[src/rtl/pc_trace_ctrl_pkg.sv]
// Shared definitions for the PC trace capture controller: default geometry and FSM state encoding.
package pc_trace_ctrl_pkg;

  localparam int unsigned AW_DEF   = 6;
  localparam int unsigned PC_W_DEF = 32;

  typedef enum logic [1:0] {
    ST_IDLE  = 2'd0,
    ST_ARMED = 2'd1,
    ST_POST  = 2'd2,
    ST_DONE  = 2'd3
  } trace_state_e;

endpackage

[src/rtl/pc_trace_ctrl_if.sv]
// Trace feed, configuration and pop port of the PC trace controller.
interface pc_trace_ctrl_if import pc_trace_ctrl_pkg::*; #(
  parameter int unsigned AW   = AW_DEF,
  parameter int unsigned PC_W = PC_W_DEF
);
  logic [PC_W-1:0] ie_pc;
  logic            ie_pc_vld;
  logic            cfg_arm;
  logic            cfg_clr;
  logic            cfg_trig_en;
  logic [PC_W-1:0] cfg_trig_pc;
  logic [AW-1:0]   cfg_post_cnt;
  logic            rd_en;
  logic [PC_W-1:0] rd_data;
  logic            rd_vld;
  logic [1:0]      trace_state;
  logic [AW:0]     trace_cnt;
  logic            trig_hit;
  logic            done_irq;

  modport master (
    output ie_pc, ie_pc_vld, cfg_arm, cfg_clr, cfg_trig_en, cfg_trig_pc, cfg_post_cnt, rd_en,
    input  rd_data, rd_vld, trace_state, trace_cnt, trig_hit, done_irq
  );

  modport slave (
    input  ie_pc, ie_pc_vld, cfg_arm, cfg_clr, cfg_trig_en, cfg_trig_pc, cfg_post_cnt, rd_en,
    output rd_data, rd_vld, trace_state, trace_cnt, trig_hit, done_irq
  );

endinterface

[src/rtl/pc_trace_ram.sv]
// Trace storage: 2^AW x PC_W, one synchronous write port, one registered read port, no reset.
module pc_trace_ram import pc_trace_ctrl_pkg::*; #(
  parameter int unsigned AW   = AW_DEF,
  parameter int unsigned PC_W = PC_W_DEF
) (
  input  logic            clk,
  input  logic            we_i,
  input  logic [AW-1:0]   waddr_i,
  input  logic [PC_W-1:0] wdata_i,
  input  logic            re_i,
  input  logic [AW-1:0]   raddr_i,
  output logic [PC_W-1:0] rdata_o
);

  logic [PC_W-1:0] mem_q [2**AW];
  logic [PC_W-1:0] rdata_q;

  always_ff @(posedge clk) begin
    if (we_i) mem_q[waddr_i] <= wdata_i;
    if (re_i) rdata_q <= mem_q[raddr_i];
  end

  assign rdata_o = rdata_q;

endmodule

[src/rtl/pc_trace_ctrl.sv]
// PC trace capture controller: arm, trigger on PC match, capture post-trigger entries, drain oldest-first.
module pc_trace_ctrl import pc_trace_ctrl_pkg::*; #(
  parameter int unsigned AW   = AW_DEF,
  parameter int unsigned PC_W = PC_W_DEF
) (
  input  logic             clk,
  input  logic             rst_n,
  pc_trace_ctrl_if.slave   bus
);

  localparam logic [AW:0] FULL = {1'b1, {AW{1'b0}}};

  trace_state_e    state_q;
  logic [AW-1:0]   wr_ptr_q;
  logic [AW-1:0]   post_rem_q;
  logic [AW:0]     cnt_q;
  logic [PC_W-1:0] last_pc_q;
  logic            last_vld_q;
  logic            trig_hit_q;
  logic            rd_vld_q;
  logic            done_irq_q;
  logic            rd_seen_q;

  logic            capturing;
  logic            sample;
  logic            trig_match;
  logic            wr_en;
  logic            rd_fire;
  logic [AW-1:0]   rd_ptr;
  logic [AW:0]     cnt_inc;
  logic [PC_W-1:0] ram_rdata;

  always_comb begin
    capturing  = (state_q == ST_ARMED) || (state_q == ST_POST);
    sample     = capturing && bus.ie_pc_vld && (!last_vld_q || (bus.ie_pc != last_pc_q));
    wr_en      = sample && !bus.cfg_clr && !bus.cfg_arm;
    trig_match = bus.cfg_trig_en && (bus.ie_pc == bus.cfg_trig_pc);
    rd_fire    = (state_q == ST_DONE) && bus.rd_en && (cnt_q != '0) && !bus.cfg_clr && !bus.cfg_arm;
    // Oldest entry is wr_ptr - cnt; with wr_ptr frozen in DONE, each pop's decrement
    // of cnt advances this pointer, so no separate read pointer register is kept.
    // A full buffer has zero low bits in cnt, giving rd_ptr = wr_ptr as required.
    rd_ptr     = wr_ptr_q - cnt_q[AW-1:0];
    cnt_inc    = (cnt_q == FULL) ? cnt_q : cnt_q + 1'b1;
  end

  always_ff @(posedge clk or negedge rst_n) begin
    if (!rst_n) begin
      state_q    <= ST_IDLE;
      wr_ptr_q   <= '0;
      post_rem_q <= '0;
      cnt_q      <= '0;
      last_pc_q  <= '0;
      last_vld_q <= 1'b0;
      trig_hit_q <= 1'b0;
      rd_vld_q   <= 1'b0;
      done_irq_q <= 1'b0;
      rd_seen_q  <= 1'b0;
    end else begin
      rd_vld_q   <= rd_fire;
      done_irq_q <= 1'b0;
      if (rd_fire) rd_seen_q <= 1'b1;

      if (bus.cfg_clr) begin
        state_q    <= ST_IDLE;
        cnt_q      <= '0;
        trig_hit_q <= 1'b0;
        last_vld_q <= 1'b0;
      end else if (bus.cfg_arm) begin
        state_q    <= ST_ARMED;
        wr_ptr_q   <= '0;
        cnt_q      <= '0;
        last_vld_q <= 1'b0;
        trig_hit_q <= 1'b0;
      end else begin
        if (sample) begin
          wr_ptr_q   <= wr_ptr_q + 1'b1;
          cnt_q      <= cnt_inc;
          last_pc_q  <= bus.ie_pc;
          last_vld_q <= 1'b1;
        end
        unique case (state_q)
          ST_ARMED: begin
            if (sample) begin
              if (trig_match) begin
                trig_hit_q <= 1'b1;
                if (bus.cfg_post_cnt == '0) begin
                  state_q    <= ST_DONE;
                  done_irq_q <= 1'b1;
                end else begin
                  state_q    <= ST_POST;
                  post_rem_q <= bus.cfg_post_cnt;
                end
              end else if (!bus.cfg_trig_en && (cnt_inc == FULL)) begin
                state_q    <= ST_DONE;
                done_irq_q <= 1'b1;
              end
            end
          end
          ST_POST: begin
            if (sample) begin
              post_rem_q <= post_rem_q - 1'b1;
              if (post_rem_q == AW'(1)) begin
                state_q    <= ST_DONE;
                done_irq_q <= 1'b1;
              end
            end
          end
          ST_DONE: begin
            if (rd_fire) cnt_q <= cnt_q - 1'b1;
          end
          default: ;
        endcase
      end
    end
  end

  pc_trace_ram #(
    .AW   (AW),
    .PC_W (PC_W)
  ) u_ram (
    .clk     (clk),
    .we_i    (wr_en),
    .waddr_i (wr_ptr_q),
    .wdata_i (bus.ie_pc),
    .re_i    (rd_fire),
    .raddr_i (rd_ptr),
    .rdata_o (ram_rdata)
  );

  // The RAM read register has no reset; mask it until the first pop so rd_data resets to 0.
  assign bus.rd_data     = rd_seen_q ? ram_rdata : '0;
  assign bus.rd_vld      = rd_vld_q;
  assign bus.trace_state = state_q;
  assign bus.trace_cnt   = cnt_q;
  assign bus.trig_hit    = trig_hit_q;
  assign bus.done_irq    = done_irq_q;

endmodule

[src/flat_wrapper.sv]
// flat-port wrapper written by rule: the top's interface ports become plain ports
module pc_trace_ctrl_flat import pc_trace_ctrl_pkg::*;
#(
  parameter int unsigned AW   = AW_DEF,
  parameter int unsigned PC_W = PC_W_DEF
)
  (clk, rst_n, bus_ie_pc, bus_ie_pc_vld, bus_cfg_arm, bus_cfg_clr, bus_cfg_trig_en, bus_cfg_trig_pc, bus_cfg_post_cnt, bus_rd_en, bus_rd_data, bus_rd_vld, bus_trace_state, bus_trace_cnt, bus_trig_hit, bus_done_irq);
  pc_trace_ctrl_if #(.AW(AW), .PC_W(PC_W)) bus_i ();
  input  logic clk;
  input  logic rst_n;
  input wire logic [$bits(bus_i.ie_pc)-1:0] bus_ie_pc;
  input wire logic [$bits(bus_i.ie_pc_vld)-1:0] bus_ie_pc_vld;
  input wire logic [$bits(bus_i.cfg_arm)-1:0] bus_cfg_arm;
  input wire logic [$bits(bus_i.cfg_clr)-1:0] bus_cfg_clr;
  input wire logic [$bits(bus_i.cfg_trig_en)-1:0] bus_cfg_trig_en;
  input wire logic [$bits(bus_i.cfg_trig_pc)-1:0] bus_cfg_trig_pc;
  input wire logic [$bits(bus_i.cfg_post_cnt)-1:0] bus_cfg_post_cnt;
  input wire logic [$bits(bus_i.rd_en)-1:0] bus_rd_en;
  output wire logic [$bits(bus_i.rd_data)-1:0] bus_rd_data;
  output wire logic [$bits(bus_i.rd_vld)-1:0] bus_rd_vld;
  output wire logic [$bits(bus_i.trace_state)-1:0] bus_trace_state;
  output wire logic [$bits(bus_i.trace_cnt)-1:0] bus_trace_cnt;
  output wire logic [$bits(bus_i.trig_hit)-1:0] bus_trig_hit;
  output wire logic [$bits(bus_i.done_irq)-1:0] bus_done_irq;
  assign bus_i.ie_pc = bus_ie_pc;
  assign bus_i.ie_pc_vld = bus_ie_pc_vld;
  assign bus_i.cfg_arm = bus_cfg_arm;
  assign bus_i.cfg_clr = bus_cfg_clr;
  assign bus_i.cfg_trig_en = bus_cfg_trig_en;
  assign bus_i.cfg_trig_pc = bus_cfg_trig_pc;
  assign bus_i.cfg_post_cnt = bus_cfg_post_cnt;
  assign bus_i.rd_en = bus_rd_en;
  assign bus_rd_data = bus_i.rd_data;
  assign bus_rd_vld = bus_i.rd_vld;
  assign bus_trace_state = bus_i.trace_state;
  assign bus_trace_cnt = bus_i.trace_cnt;
  assign bus_trig_hit = bus_i.trig_hit;
  assign bus_done_irq = bus_i.done_irq;
  pc_trace_ctrl #(.AW(AW), .PC_W(PC_W)) u_core (.clk(clk), .rst_n(rst_n), .bus(bus_i));
endmodule
[config.mk]
export PLATFORM = sky130hd
export DESIGN_NAME = pc_trace_ctrl_flat
export DESIGN_NICKNAME = d
export VERILOG_FILES = /design/src/rtl/pc_trace_ctrl_pkg.sv /design/src/rtl/pc_trace_ctrl_if.sv /design/src/rtl/pc_trace_ram.sv /design/src/rtl/pc_trace_ctrl.sv /design/src/flat_wrapper.sv
export SDC_FILE = /design/constraint.sdc
export NUM_CORES = 2
export LEC_CHECK = 0
export ABC_AREA = 1
export CAP_MARGIN = 25
export CORE_UTILIZATION = 40
export CTS_CLUSTER_DIAMETER = 40
export CTS_CLUSTER_SIZE = 8
export DETAILED_ROUTE_END_ITERATION = 12
export PLACE_DENSITY_LB_ADDON = 0.15
export SYNTH_ARGS = -nofsm -noshare
export SYNTH_HDL_FRONTEND = slang
export SYNTH_SLANG_ARGS = --single-unit
[constraint.sdc]
create_clock -name clk -period 11.05 [get_ports clk]
set_input_delay 1.105 -clock clk [delete_from_list [all_inputs] [get_ports clk]]
set_output_delay 1.105 -clock clk [all_outputs]
set_load 0.03 [all_outputs]
==> key figures <==
Clock tree
  • Hold bufs inserted after CTS: 0
  • Setup fix buffers added after clock tree synthesis: 0
  • Level count of the clock H-tree: 5
  • TritonCTS clock tree: yes
  • Largest buffer count on any clock path: 4
  • Number of clock buffers inserted by TritonCTS: 368
  • Root buffer cell: clkbuf_16
  • Clock transition time at the flip-flop clock pins of the worst setup and hold paths: 0.05 ns
  • Number of resized instances in the post-cts repair step: 0
  • Source-to-sink clock delay at the later pin of the worst-skew pair: 0.95 ns
  • Clock sink total: 2138

Die
  • Standard cell core area: 215000 sq um
  • Die Y: 468 microns
  • Total number of placement rows: 170
  • Number of top-level pins: about 120
  • Chip width: 468 microns
  • Starting density of the core: 0.403
  • Area of the die: between 200000 and 250000 sq um

Synth
  • Post-synthesis sequential element count: approximately 2100
  • Average instance area after synthesis: 12.1 sq um
  • Post-synthesis cell count: 7153
  • Total of warnings raised by yosys: 0
  • Portion of synthesized cell area occupied by the leading cell type: 0.720
  • Area contributors post-synth: edfxtp_1 72%, o21ai_0 6.4%, nor2_1 5.0%, o22ai_1 3.7%, nand2_1 3.4%
  • Most used standard cell by instance count after synthesis: edfxtp_1
  • Sequential fraction of the synthesis area: 0.737
  • Async set or reset register ratio after synthesis: 0.0271
  • Synthesized Nets: just over 7000
  • Netlist area before placement: a little under 90000 sq um
  • Post-synth top cells: 2080 x edfxtp_1, 1147 x nor2_1, 1110 x o21ai_0, 792 x nand2_1, 513 x o22ai_1
  • Synth area leader: edfxtp_1
  • Predominant post-synthesis flop cell: edfxtp_1
  • Number of distinct standard cells referenced by the synthesized netlist: 39
  • Number of enable flip-flop cells after synthesis: ~2100

Final layout
  • Multi-input gate area in the final layout: 19800 sq um
  • Final core utilization: 0.478
  • Register area: 63900 sq um
  • Share of cells above drive strength 1: 0.101
  • # nets final: 7444
  • Relative area change from synthesis to final layout: 18.5%
  • Filler Cells Inserted: 18900

Min path
  • Path category of the worst min-delay check: input pin to asynchronous set/reset pin

STA
  • Crit path setup slack, layout: 5.36 ns
  • Share of the clock period used by the worst path: 0.515
  • Normalized max-slew margin: 0.233
  • Min Clock Period, post-route: 5.69 ns
  • Number of endpoints failing setup at the final stage: 0
  • Transition time at the pin with the least slew margin: 1.15 ns
  • Final hold violation count: 0
  • Fin Clk Skew: ~0.053 ns
  • Achievable frequency: between 0.15 and 0.2 GHz
  • Max-slew violation total from the final report: 0
  • Setup repair after global routing missed its margin: no
  • Setup TNS: 0 ns

Worst setup path
  • Startpoint-to-endpoint class of the critical path: flop to flop
  • R2R Path End: u_core.u_ram.rdata_o[14]
  • Worst Path Required: about 12 ns
  • Cell at the slowest stage of the critical path: fa_4
  • Reg2Reg Depth: 13
  • Startpoint type of the worst setup path: flop
  • Origin of the critical flop-to-flop path: u_core.bus.trace_cnt[0]
  • Crit end category: flop
  • Setup slack of the most critical reg-to-reg path: 5.36 ns
  • Longest individual stage delay on the worst path: 1.18 ns
  • Critical-path cell list: ha_4, inv_1, fa_4, buf_4, buf_4, o21ai_0, o22ai_1, nand2_1, o21ai_1, nand2_1, nand3_1, nand3_1, o21ai_1
  • Arrival time reported for the critical path endpoint: 6.34 ns
  • Highest net fanout along the worst path: a little under 70

Job
  • Max-Cap Viols: 0

Outcome
  • Run status: completed

Power and ir drop
  • Power density cells: 256 nW/um^2
  • Worst voltage drop across the vdd grid: 0.000265 V
  • Total power: 0.0263 W
  • Cell leakage power: 34.7 nW

Drt
  • Mean number of vias per cell: 5.63
  • Iteration-0 DRC count of the detailed router: 7388
  • Number of remaining DRC errors: 0
  • Pre-antenna DRT Iters: 6
  • Post-route antenna net violation count: 0
  • Average wire per standard cell: 27.3 microns
  • Final WL: 284 mm
  • Via total after detailed routing: 58500

GRT
  • Total GRT Usage: 0.256
  • Total congestion overflow after global routing: 0
  • Number of antenna violations at the first check in global routing: 18
  • Global-route wire length before repair: 402 mm
  • Largest net degree at the start of global routing: 217
  • Vias in the first global route: roughly 56000

Place
  • Setup slack after placement: slightly below 5 ns
  • Number of buffer cells added on primary ports: 120
  • Gp weighted congestion: 0.872
  • Post-detailed-placement half-perimeter wirelength: 164 mm
[power breakdown]
group	total (W)	internal [W]	leakage (nW)	switching (W)
combinational	0.00691	0.00171	9.93	0.00520
clock	0.0103	0.00667	5.32	0.00363
sequential	0.00913	0.00906	19.4	0.0000725
total	0.0263	0.0174	34.7	0.00890
[worst max path at each step]
stage	cells after the start	endpoint	slack [ns]	startpoint
after CTS	14	u_core.u_ram.rdata_o[14]	5.42	u_core.wr_ptr_q[0]
after floorplan	12	u_core.u_ram.mem_q[55][0]	5.55	bus_ie_pc[25]
after global routing	13	u_core.u_ram.rdata_o[27]	5.21	u_core.wr_ptr_q[0]
after global placement	14	u_core.u_ram.mem_q[46][24]	4.00	bus_ie_pc[26]
final	13	u_core.u_ram.rdata_o[14]	5.36	u_core.bus.trace_cnt[0]
after detailed placement	15	u_core.u_ram.mem_q[39][22]	4.94	bus_ie_pc[26]
[layout make-up]
type,instances,area share
clock buffer,456,0.0947
clock inverter,110,0.0116
tap,2838,0.0345
inverter,417,0.0155
timing repair buffer,292,0.0295
sequential,2138,0.622
multi-input combinational,4136,0.192
antenna,13,0.000316
[metal layers]
metal / track usage / vias up / share of wire
li1: - / 26100 / -
met1: 0.370 / 29400 / 0.44
met2: 0.386 / 2614 / 0.45
met3: 0.0492 / 408 / 0.088
met4: 0.0841 / 2 / 0.031
met5: 0 / - / 0.000046
[per-stage QoR]
step           area [sq um]  cells  hold WS [ns]
3_5_place_dp          91500   9804         0.490
2_1_floorplan         86800   7153         0.442
6_report             103000  10400         0.204
3_3_place_gp          90900   9778         0.470
5_1_grt              103000  10400         0.233
4_1_cts              102000  10400         0.177
[critical path, delay by kind of cell, from the launching register on]
kind,cells,cell delay (ns)
adders and majority gates,2,1.38
buffers and inverters,3,1.60
and+or+nand+nor,4,0.70
DFF,1,0.66
AOI/OAI and AO/OA,4,0.96
[flip-flops by register name, indices dropped and copies added, names as in the netlist]
| name | flops |
|---|---|
| u_core.rd_seen_q | 1 |
| u_core.u_ram.rdata_o | 32 |
| u_core.last_vld_q | 1 |
| u_core.post_rem_q | 6 |
| u_core.bus.rd_vld | 1 |
| u_core.bus.trace_cnt | 7 |
| u_core.bus.trig_hit | 1 |
| u_core.u_ram.mem_q | 2048 |
| u_core.wr_ptr_q | 6 |
| u_core.bus.trace_state | 2 |
| u_core.bus.done_irq | 1 |
| u_core.last_pc_q | 32 |
[placed cells by master (no fill, tap or decap), types with 12 or more instances in the layout]
master,netlist,routed
o22ai_1,513,513
nor2_1,1147,1085
dfrtp_1,58,58
clkinvlp_4,0,14
xnor2_1,14,13
clkbuf_16,0,373
o21ai_0,1110,1110
o21ai_1,274,274
a21oi_1,20,20
bufinv_16,0,24
clkinv_1,3,27
clkbuf_1,283,74
clkdlybuf4s50_1,0,87
buf_4,37,121
buf_2,123,33
clkinv_2,0,38
edfxtp_1,2080,2080
inv_1,410,408
ha_1,13,12
nand2_1,792,791
diode_2,0,13
nor2_4,0,63
buf_12,0,40
nand3_1,195,195
[kinds of logic (layout without fill, tap and decap cells)]
family | count (synthesis) | after routing | synth area share
fa+ha+maj | 14 | 14 | 0.00211
xor+xnor | 26 | 26 | 0.00280
buf+inv | 879 | 1275 | 0.0417
compound gates | 1926 | 1926 | 0.119
simple gates | 2169 | 2169 | 0.0980
flops | 2138 | 2138 | 0.737
mux | 1 | 1 | 0.000115
other cells | 0 | 13 | 0
No activity file was read; power rests on OpenSTA's default activity.
